## config.mk

```make
export PLATFORM = sky130hd
export DESIGN_NAME = hedios_packet_assembler
export DESIGN_NICKNAME = d
export VERILOG_FILES = /design/src/rtl/hedios_packet_assembler.sv
export SDC_FILE = /design/constraint.sdc
export NUM_CORES = 1
export LEC_CHECK = 0
export CAP_MARGIN = 10
export CORE_MARGIN = 2
export CORE_UTILIZATION = 40
export CTS_CLUSTER_DIAMETER = 50
export CTS_CLUSTER_SIZE = 30
export DETAILED_ROUTE_END_ITERATION = 10
export SYNTH_ARGS = -nofsm -noshare
export SYNTH_HDL_FRONTEND = slang
export SYNTH_SLANG_ARGS = --single-unit
```

## constraint.sdc

```tcl
create_clock -name clk -period 11.8 [get_ports clk]
set_input_delay 2.36 -clock clk [delete_from_list [all_inputs] [get_ports clk]]
set_output_delay 2.36 -clock clk [all_outputs]
set_load 0.01 [all_outputs]
```

## src/rtl/hedios_packet_assembler.sv

```systemverilog
// Receive-side framing for the Hedios link: finds SYNC-delimited packets in the
// UART byte stream, verifies their XOR checksum and queues them in a FWFT buffer.
module hedios_packet_assembler #(
   parameter int          QUEUE_DEPTH    = 8,
   parameter int          TIMEOUT_CYCLES = 10000,
   parameter logic [7:0]  SYNC_BYTE      = 8'hA5
) (
   input  logic        clk,
   input  logic        rst,
   input  logic        byte_valid,
   input  logic [7:0]  byte_data,
   input  logic        pop_packet,
   output logic [7:0]  packet_command,
   output logic [31:0] packet_data,
   output logic        queue_empty,
   output logic        queue_full,
   output logic        lost_data,
   input  logic        clear_errors,
   output logic        checksum_error,
   output logic        timeout_error
);

   localparam int PTR_W = $clog2(QUEUE_DEPTH);
   localparam int CNT_W = PTR_W + 1;
   localparam int TMO_W = $clog2(TIMEOUT_CYCLES + 1);
   localparam logic [TMO_W-1:0] TMO_LIMIT = TMO_W'(TIMEOUT_CYCLES);
   localparam logic [CNT_W-1:0] DEPTH     = CNT_W'(QUEUE_DEPTH);

   typedef enum logic [2:0] {S_IDLE, S_CMD, S_D3, S_D2, S_D1, S_D0, S_CSUM} state_t;

   state_t            state_q, state_d, eff_state;
   logic [TMO_W-1:0]  idle_cnt_q;
   logic [7:0]        cmd_q, xor_q;
   logic [31:0]       data_q;
   logic              timeout_hit, push_req, csum_bad;

   logic [39:0]       mem [QUEUE_DEPTH];
   logic [PTR_W-1:0]  wr_ptr_q, rd_ptr_q;
   logic [CNT_W-1:0]  count_q, count_d;
   logic              do_push, do_pop;

   // A byte arriving on the timeout cycle is judged as if the FSM were already idle.
   // NOTE: every always_comb output gets a default first so no path leaves it unassigned (no latches).
   always_comb begin
      state_d     = state_q;
      push_req    = 1'b0;
      csum_bad    = 1'b0;
      timeout_hit = (state_q != S_IDLE) && (idle_cnt_q == TMO_LIMIT);
      eff_state   = timeout_hit ? S_IDLE : state_q;
      if (timeout_hit) state_d = S_IDLE;
      if (byte_valid) begin
         case (eff_state)
            S_IDLE: if (byte_data == SYNC_BYTE) state_d = S_CMD;
            S_CMD:  state_d = S_D3;
            S_D3:   state_d = S_D2;
            S_D2:   state_d = S_D1;
            S_D1:   state_d = S_D0;
            S_D0:   state_d = S_CSUM;
            S_CSUM: begin
               state_d = S_IDLE;
               if (byte_data == xor_q) push_req = 1'b1;
               else                    csum_bad = 1'b1;
            end
            default: state_d = S_IDLE;
         endcase
      end
   end

   // NOTE: sequential state uses non-blocking assignments so every register samples pre-edge values.
   always_ff @(posedge clk or negedge rst) begin
      if (!rst) begin
         state_q        <= S_IDLE;
         idle_cnt_q     <= '0;
         cmd_q          <= '0;
         data_q         <= '0;
         xor_q          <= '0;
         checksum_error <= 1'b0;
         timeout_error  <= 1'b0;
      end else begin
         state_q        <= state_d;
         idle_cnt_q     <= (state_d == S_IDLE || byte_valid) ? '0 : idle_cnt_q + TMO_W'(1);
         checksum_error <= csum_bad;
         timeout_error  <= timeout_hit;
         if (byte_valid) begin
            case (eff_state)
               S_CMD: begin cmd_q <= byte_data; xor_q <= byte_data; end
               S_D3:  begin data_q[31:24] <= byte_data; xor_q <= xor_q ^ byte_data; end
               S_D2:  begin data_q[23:16] <= byte_data; xor_q <= xor_q ^ byte_data; end
               S_D1:  begin data_q[15:8]  <= byte_data; xor_q <= xor_q ^ byte_data; end
               S_D0:  begin data_q[7:0]   <= byte_data; xor_q <= xor_q ^ byte_data; end
               default: ;
            endcase
         end
      end
   end

   // A full queue still accepts a packet when the head is popped in the same cycle.
   assign do_pop  = pop_packet && !queue_empty;
   assign do_push = push_req && (!queue_full || do_pop);

   always_comb begin
      count_d = count_q + CNT_W'(do_push) - CNT_W'(do_pop);
   end

   // NOTE: the storage array has no reset; only pointers and count define which entries are live.
   always_ff @(posedge clk) begin
      if (do_push) mem[wr_ptr_q] <= {cmd_q, data_q};
   end

   always_ff @(posedge clk or negedge rst) begin
      if (!rst) begin
         wr_ptr_q       <= '0;
         rd_ptr_q       <= '0;
         count_q        <= '0;
         queue_empty    <= 1'b1;
         queue_full     <= 1'b0;
         lost_data      <= 1'b0;
         packet_command <= '0;
         packet_data    <= '0;
      end else begin
         count_q     <= count_d;
         queue_empty <= (count_d == '0);
         queue_full  <= (count_d == DEPTH);
         if (do_push) wr_ptr_q <= wr_ptr_q + PTR_W'(1);
         if (do_pop)  rd_ptr_q <= rd_ptr_q + PTR_W'(1);

         if (push_req && queue_full && !do_pop) lost_data <= 1'b1;
         else if (clear_errors)                 lost_data <= 1'b0;

         // Head register: next stored entry on pop, or the incoming packet when it becomes the head.
         if (do_pop && count_q > CNT_W'(1))
            {packet_command, packet_data} <= mem[rd_ptr_q + PTR_W'(1)];
         else if (do_push && (count_q == '0 || do_pop))
            {packet_command, packet_data} <= {cmd_q, data_q};
      end
   end

endmodule

```

After elaboration in Yosys (flattened, before gate mapping)
Memory sizes are Yosys's and may differ from the RTL's.
Cells that the tools add are included.

cells by class
  multiplexer cells = 20
  equal/unequal tests = 10
  bitwise operators = 1
  add/subtract/negate cells = 5
  order comparisons = 1
  reduce and logical (&&, ||, !) cells = 28

operator list
  operator                                                                number
  32-bit 2-to-1 mux                                                       2
  3-bit case mux with 6 select lines                                      1
  8-bit 2-to-1 mux                                                        2
  8-bit case mux with 2 select lines                                      1
  14-bit by 1-bit adder with 14-bit output (second input constant)        1
  14-bit equality test (second input constant)                            1
  14-bit 2-to-1 mux                                                       1
  2-bit AND reduction                                                     6
  1-bit 2-to-1 mux                                                        10
  3-bit equality test (second input constant)                             3
  3-bit 2-to-1 mux                                                        3
  8-bit equality test                                                     1
  8-bit equality test (second input constant)                             1
  4-bit zero test                                                         2
  8-bit bitwise XOR                                                       1
  1-bit logical AND                                                       7
  3-bit by 1-bit adder with 3-bit output (second input constant)          2
  3-bit by 2-bit equality test with 1-bit output (second input constant)  2
  3-bit zero test                                                         2
  2-bit nonzero test                                                      3
  4-bit by 1-bit adder with 4-bit output                                  1
  4-bit equality test (second input constant)                             1
  4-bit by 1-bit > comparator with 1-bit output (second input constant)   1
  4-bit OR reduction                                                      1
  other kinds (5)                                                         9

word-level totals
  bits in writable memories = 320
  output and inout bits = 45
  bits of input ports = 13
  memories = 1
  register bits after elaboration = 120

memories
  memory  depth  width  read ports  clocked after memory_dff  write ports  RTL line  RTL
  mem     8      40     1           0                         1            37        logic [39:0] mem [QUEUE_DEPTH];

Depth between registers and ports, before layout
  depth in word-level cells = 10
  gate-level depth with buffers = 14
  depth with buffers taken out = 13

Least setup slack after synthesis
No wires, ideal clock.

  path type = input -> register
  from = input port byte_data[7]
  to = memory mem[1][0], enable pin
  data arrival time = 6,470 ps
  buffers on the path = 1
  library setup time = 487 ps
  cell stages on the path = 6
  path slack = 4,843 ps
  required time = 11,313 ps
  cell sequence = clkbuf_1 > xnor2_1 > nand4_1 > nor3_1 > nand3_1 > nor3_1

between the ends
  longest elaborated chain between the ends = 7

RTL lines
  item                                    RTL line  RTL
  start, declared                         11        input logic [7:0] byte_data,
  8-bit equality test                     61        if (byte_data == xor_q) push_req = 1'b1;
  1-bit 2-to-1 mux                        61
  1-bit 2-to-1 mux                        52        case (eff_state)
  1-bit 2-to-1 mux                        51        if (byte_valid) begin
  1-bit logical AND                       99        assign do_push = push_req && (!queue_full || do_pop);
  1-bit 2-to-1 mux                        107       if (do_push) mem[wr_ptr_q] <= {cmd_q, data_q};
  1-bit 2-to-1 mux (implied by the code)  107
  end, declared                           37

No other way between the ends.

Worst setup path after layout
  from = input port byte_data[7]
  to = register queue_full

between the ends
  longest elaborated chain between the ends = 8

RTL lines
  item                                         RTL line  RTL
  8-bit equality test                          61
  1-bit 2-to-1 mux                             61
  1-bit 2-to-1 mux                             52
  1-bit 2-to-1 mux                             51
  1-bit logical AND                            99
  4-bit by 1-bit adder with 4-bit output       102       count_d = count_q + CNT_W'(do_push) - CNT_W'(do_pop);
  4-bit by 1-bit subtractor with 4-bit output  102
  named net count_d[2]                         39        logic [CNT_W-1:0] count_q, count_d;
  4-bit equality test                          123       queue_full <= (count_d == DEPTH);
  end signal, assigned                         123
  end, declared                                16        output logic queue_full,

The timed path passes the listed nets, and every way through them passes these cells.
A chain may end at the register's enable or synchronous reset.

==> summary.md <==
| Metric | Value |
|---|---|
| Status | `finished clean` |
| Largest net degree at the start of global routing | `64` |
| Crit. Startpoint | `byte_data[7]` |
| Core Util, Final | `0.466` |
| Worst vdd ir | `0.000172 V` |
| Non-Filler Instances | `1728` |
| Startpoint types | `input pin` |
| Cell Area, Synth | `17500 sq um` |
| Vias in the first global route | `9635` |
| WP data arrival | `5630 ps` |
| Via count | `9381` |
| Fraction of registers with async set/reset | `0.273` |
| Critical path type | `input pin to flip-flop` |
| Pwr dens | `264 nW/um^2` |
| Avg Synthesized Cell Area | `16.6 sq um` |
| Maximum level of the CTS H-tree | `2` |
| Worst Skew | `40.9 ps` |
| Final min period | `5150 ps` |
| Die Span Y | `213 um` |
| IO buf count | `57` |
| Register area | `12600 sq um` |
| Commonest cells post-synth | `320 x edfxtp_1, 201 x mux2_2, 119 x dfrtp_1, 89 x o22ai_1, 49 x clkbuf_1` |
| Main flop type after synthesis | `edfxtp_1` |
| Hold path start | `idle_cnt_q[0]` |
| Final hold viol count | `0` |
| Placer Congestion | `0.745` |
| Synth warn | `0` |
| Placed Area | `18800 sq um` |
| # nets final | `1135` |
| Share of cells above drive strength 1 | `0.269` |
| Fin area | `20100 sq um` |
| Initial DRT Pass Iterations | `5` |
| Max_slew headroom | `0.206` |
| Post-cts resize count | `0` |
| Initial antenna violation count | `1` |
| Netlist cell types | `40` |
| Worst-path fanout max | `9` |
| Hold-fix buffers, CTS | `0` |
| CTS tree | `done` |
| Net Count, Synth | `1081` |
| Final Setup Violations | `0` |
| Period Utilization, post-route | `0.437` |
| Starting Density | `0.406` |
| Post-synthesis sequential area ratio | `0.720` |
| Design Power | `5.32 mW` |
| Worst setup EP type | `flip-flop` |
| DRC | `0` |
| Top cells by area, synth | `edfxtp_1 55%, dfrtp_1 17%, mux2_2 13%, o22ai_1 3.2%, o221a_1 2.6%` |
| Diode count | `0` |
| Leak | `6.83 nW` |
| Clock Root Buffer | `clkbuf_16` |
| DR WL/cell | `22.0 um` |
| FF+latch count, synth | `440` |
| Post-synth EDFFs | `320` |
| Most frequent cell after synthesis | `edfxtp_1` |
| WP data required | `12270 ps` |
| RSZ-0062 raised after global routing | `no` |
| Area of the die | `45500 sq um` |
| Final WL | `38100 um` |
| Clk pin slew, worst setup/hold paths | `60 ps` |
| Pre-CTS WS | `6090 ps` |
| Min-Delay Path Class | `flip-flop to flip-flop` |
| Clk sink count | `440` |
| Chip width | `213 um` |
| First-pass GRT wire length | `57900 um` |
| Hold_ws | `484 ps` |
| Final Max Slew Viols | `0` |
| GRT Total Usage | `0.171` |
| Slack of the critical path | `6650 ps` |
| Overflow after GRT | `0` |
| Mapped Cells | `1058` |
| Max Cap Viol | `0` |
| Peak Freq | `0.194 GHz` |
| Area delta synth->final | `15.0%` |
| Longest Clk Path Bufs | `3` |
| Yosys top cell by area | `edfxtp_1` |
| Site Rows | `76` |
| Vias per cell | `5.43` |
| Worst skew pair latency | `580 ps` |
| Area of the multi-input gates | `4670 sq um` |
| Antenna-violating nets left | `0` |
| DPL Wire Length | `20300 um` |
| CORE AREA | `43200 sq um` |
| Synth top area share | `0.549` |
| Detailed Route Iter0 Violations | `697` |
| Setup_tns | `0 ps` |
| # Post-CTS Setup Buffers | `0` |
| Inst Count DP | `1655` |
| # IOs | `58` |
| Worst R2R Start | `idle_cnt_q[2]` |
| Slew @ Worst Pin | `1190 ps` |
| CTS Buf Count | `40` |
| FILL cells | `3760` |
[critical path, cell delays in order]
cell	delay [ps]
clkdlybuf4s50_1	740
xnor2_1	170
nand4_1	240
nor3_1	260
buf_4	200
nand2_1	60
ha_1	270
inv_1	40
ha_1	200
fa_1	410
xor2_1	180
or3_1	350
nor2b_1	120
[layer usage]
layer  track usage  share of wire  up-vias
li1              -              -     4248
met1         0.244           0.47     4852
met5             0        0.00034        -
met2         0.267           0.46      212
met4        0.0584          0.024        2
met3        0.0285          0.047       67
[sequential cells by signal, summed over array words and instances (netlist names)]
register and count:
lost_data 1, packet_command 8, mem 320, timeout_error 1, state_q 3, xor_q 8
data_q 32, cmd_q 8, count_q 4, rd_ptr_q 3, queue_full 1, packet_data 32
idle_cnt_q 14, wr_ptr_q 3, queue_empty 1, checksum_error 1
[logic make-up (layout without fill, tap and decap cells)]
kind of cell               Yosys count  count (layout)  synth area share
and+or+nand+nor                    114             114            0.0328
adders and majority gates           10              10           0.00757
AOI/OAI and AO/OA                  193             193            0.0779
buffers and inverters               73             158            0.0187
muxes                              201             201             0.129
xor gates and xnor gates            27              27            0.0135
DFF                                440             440             0.720
[power by group]
group	total (mW)	internal [mW]	switching (mW)	leakage, nW
clock	1.34	0.718	0.618	0.658
combinational	1.70	0.858	0.844	1.83
sequential	2.28	2.00	0.286	4.34
[cell usage in the layout (no fill, tap or decap), types with 3 or more instances in the layout]
master and instances:
a21oi_1 13, and3_1 7, buf_4 18, clkbuf_1 4
clkbuf_16 41, clkdlybuf4s50_1 56, clkinv_4 4, clkinv_8 7
clkinvlp_4 4, dfrtp_1 119, edfxtp_1 320, ha_1 8
inv_1 10, inv_6 3, inv_8 4, mux2_2 201
nand2_1 25, nand2b_1 4, nand3_1 9, nand3b_1 3
nand4_1 5, nor2_1 28, nor2_4 7, nor2b_1 3
nor3_1 4, nor3_2 3, o21ai_0 44, o221a_1 40
o22ai_1 89, or3_1 5, xnor2_1 18, xor2_1 9
[worst paths after layout]
kind                            slack (ps)  cells past startpoint               to
worst max-delay path                  6650                     13       queue_full
worst min-delay path                   480                      1    idle_cnt_q[0]
worst max register to register        8400                     10       queue_full
worst min register to register         480                      1    idle_cnt_q[0]
max in group asynchronous             8680                      2  packet_data[29]
min in group asynchronous             1790                      1  packet_data[13]
[final cells by class]
type,count,area share
clock buffers,46,0.0524
well taps,585,0.0363
multi-input cells,545,0.232
flip-flops and latches,440,0.626
clock inverters,27,0.0161
inverters,10,0.00186
repair buffers,75,0.0351
No activity file was read; power rests on OpenSTA's default activity.
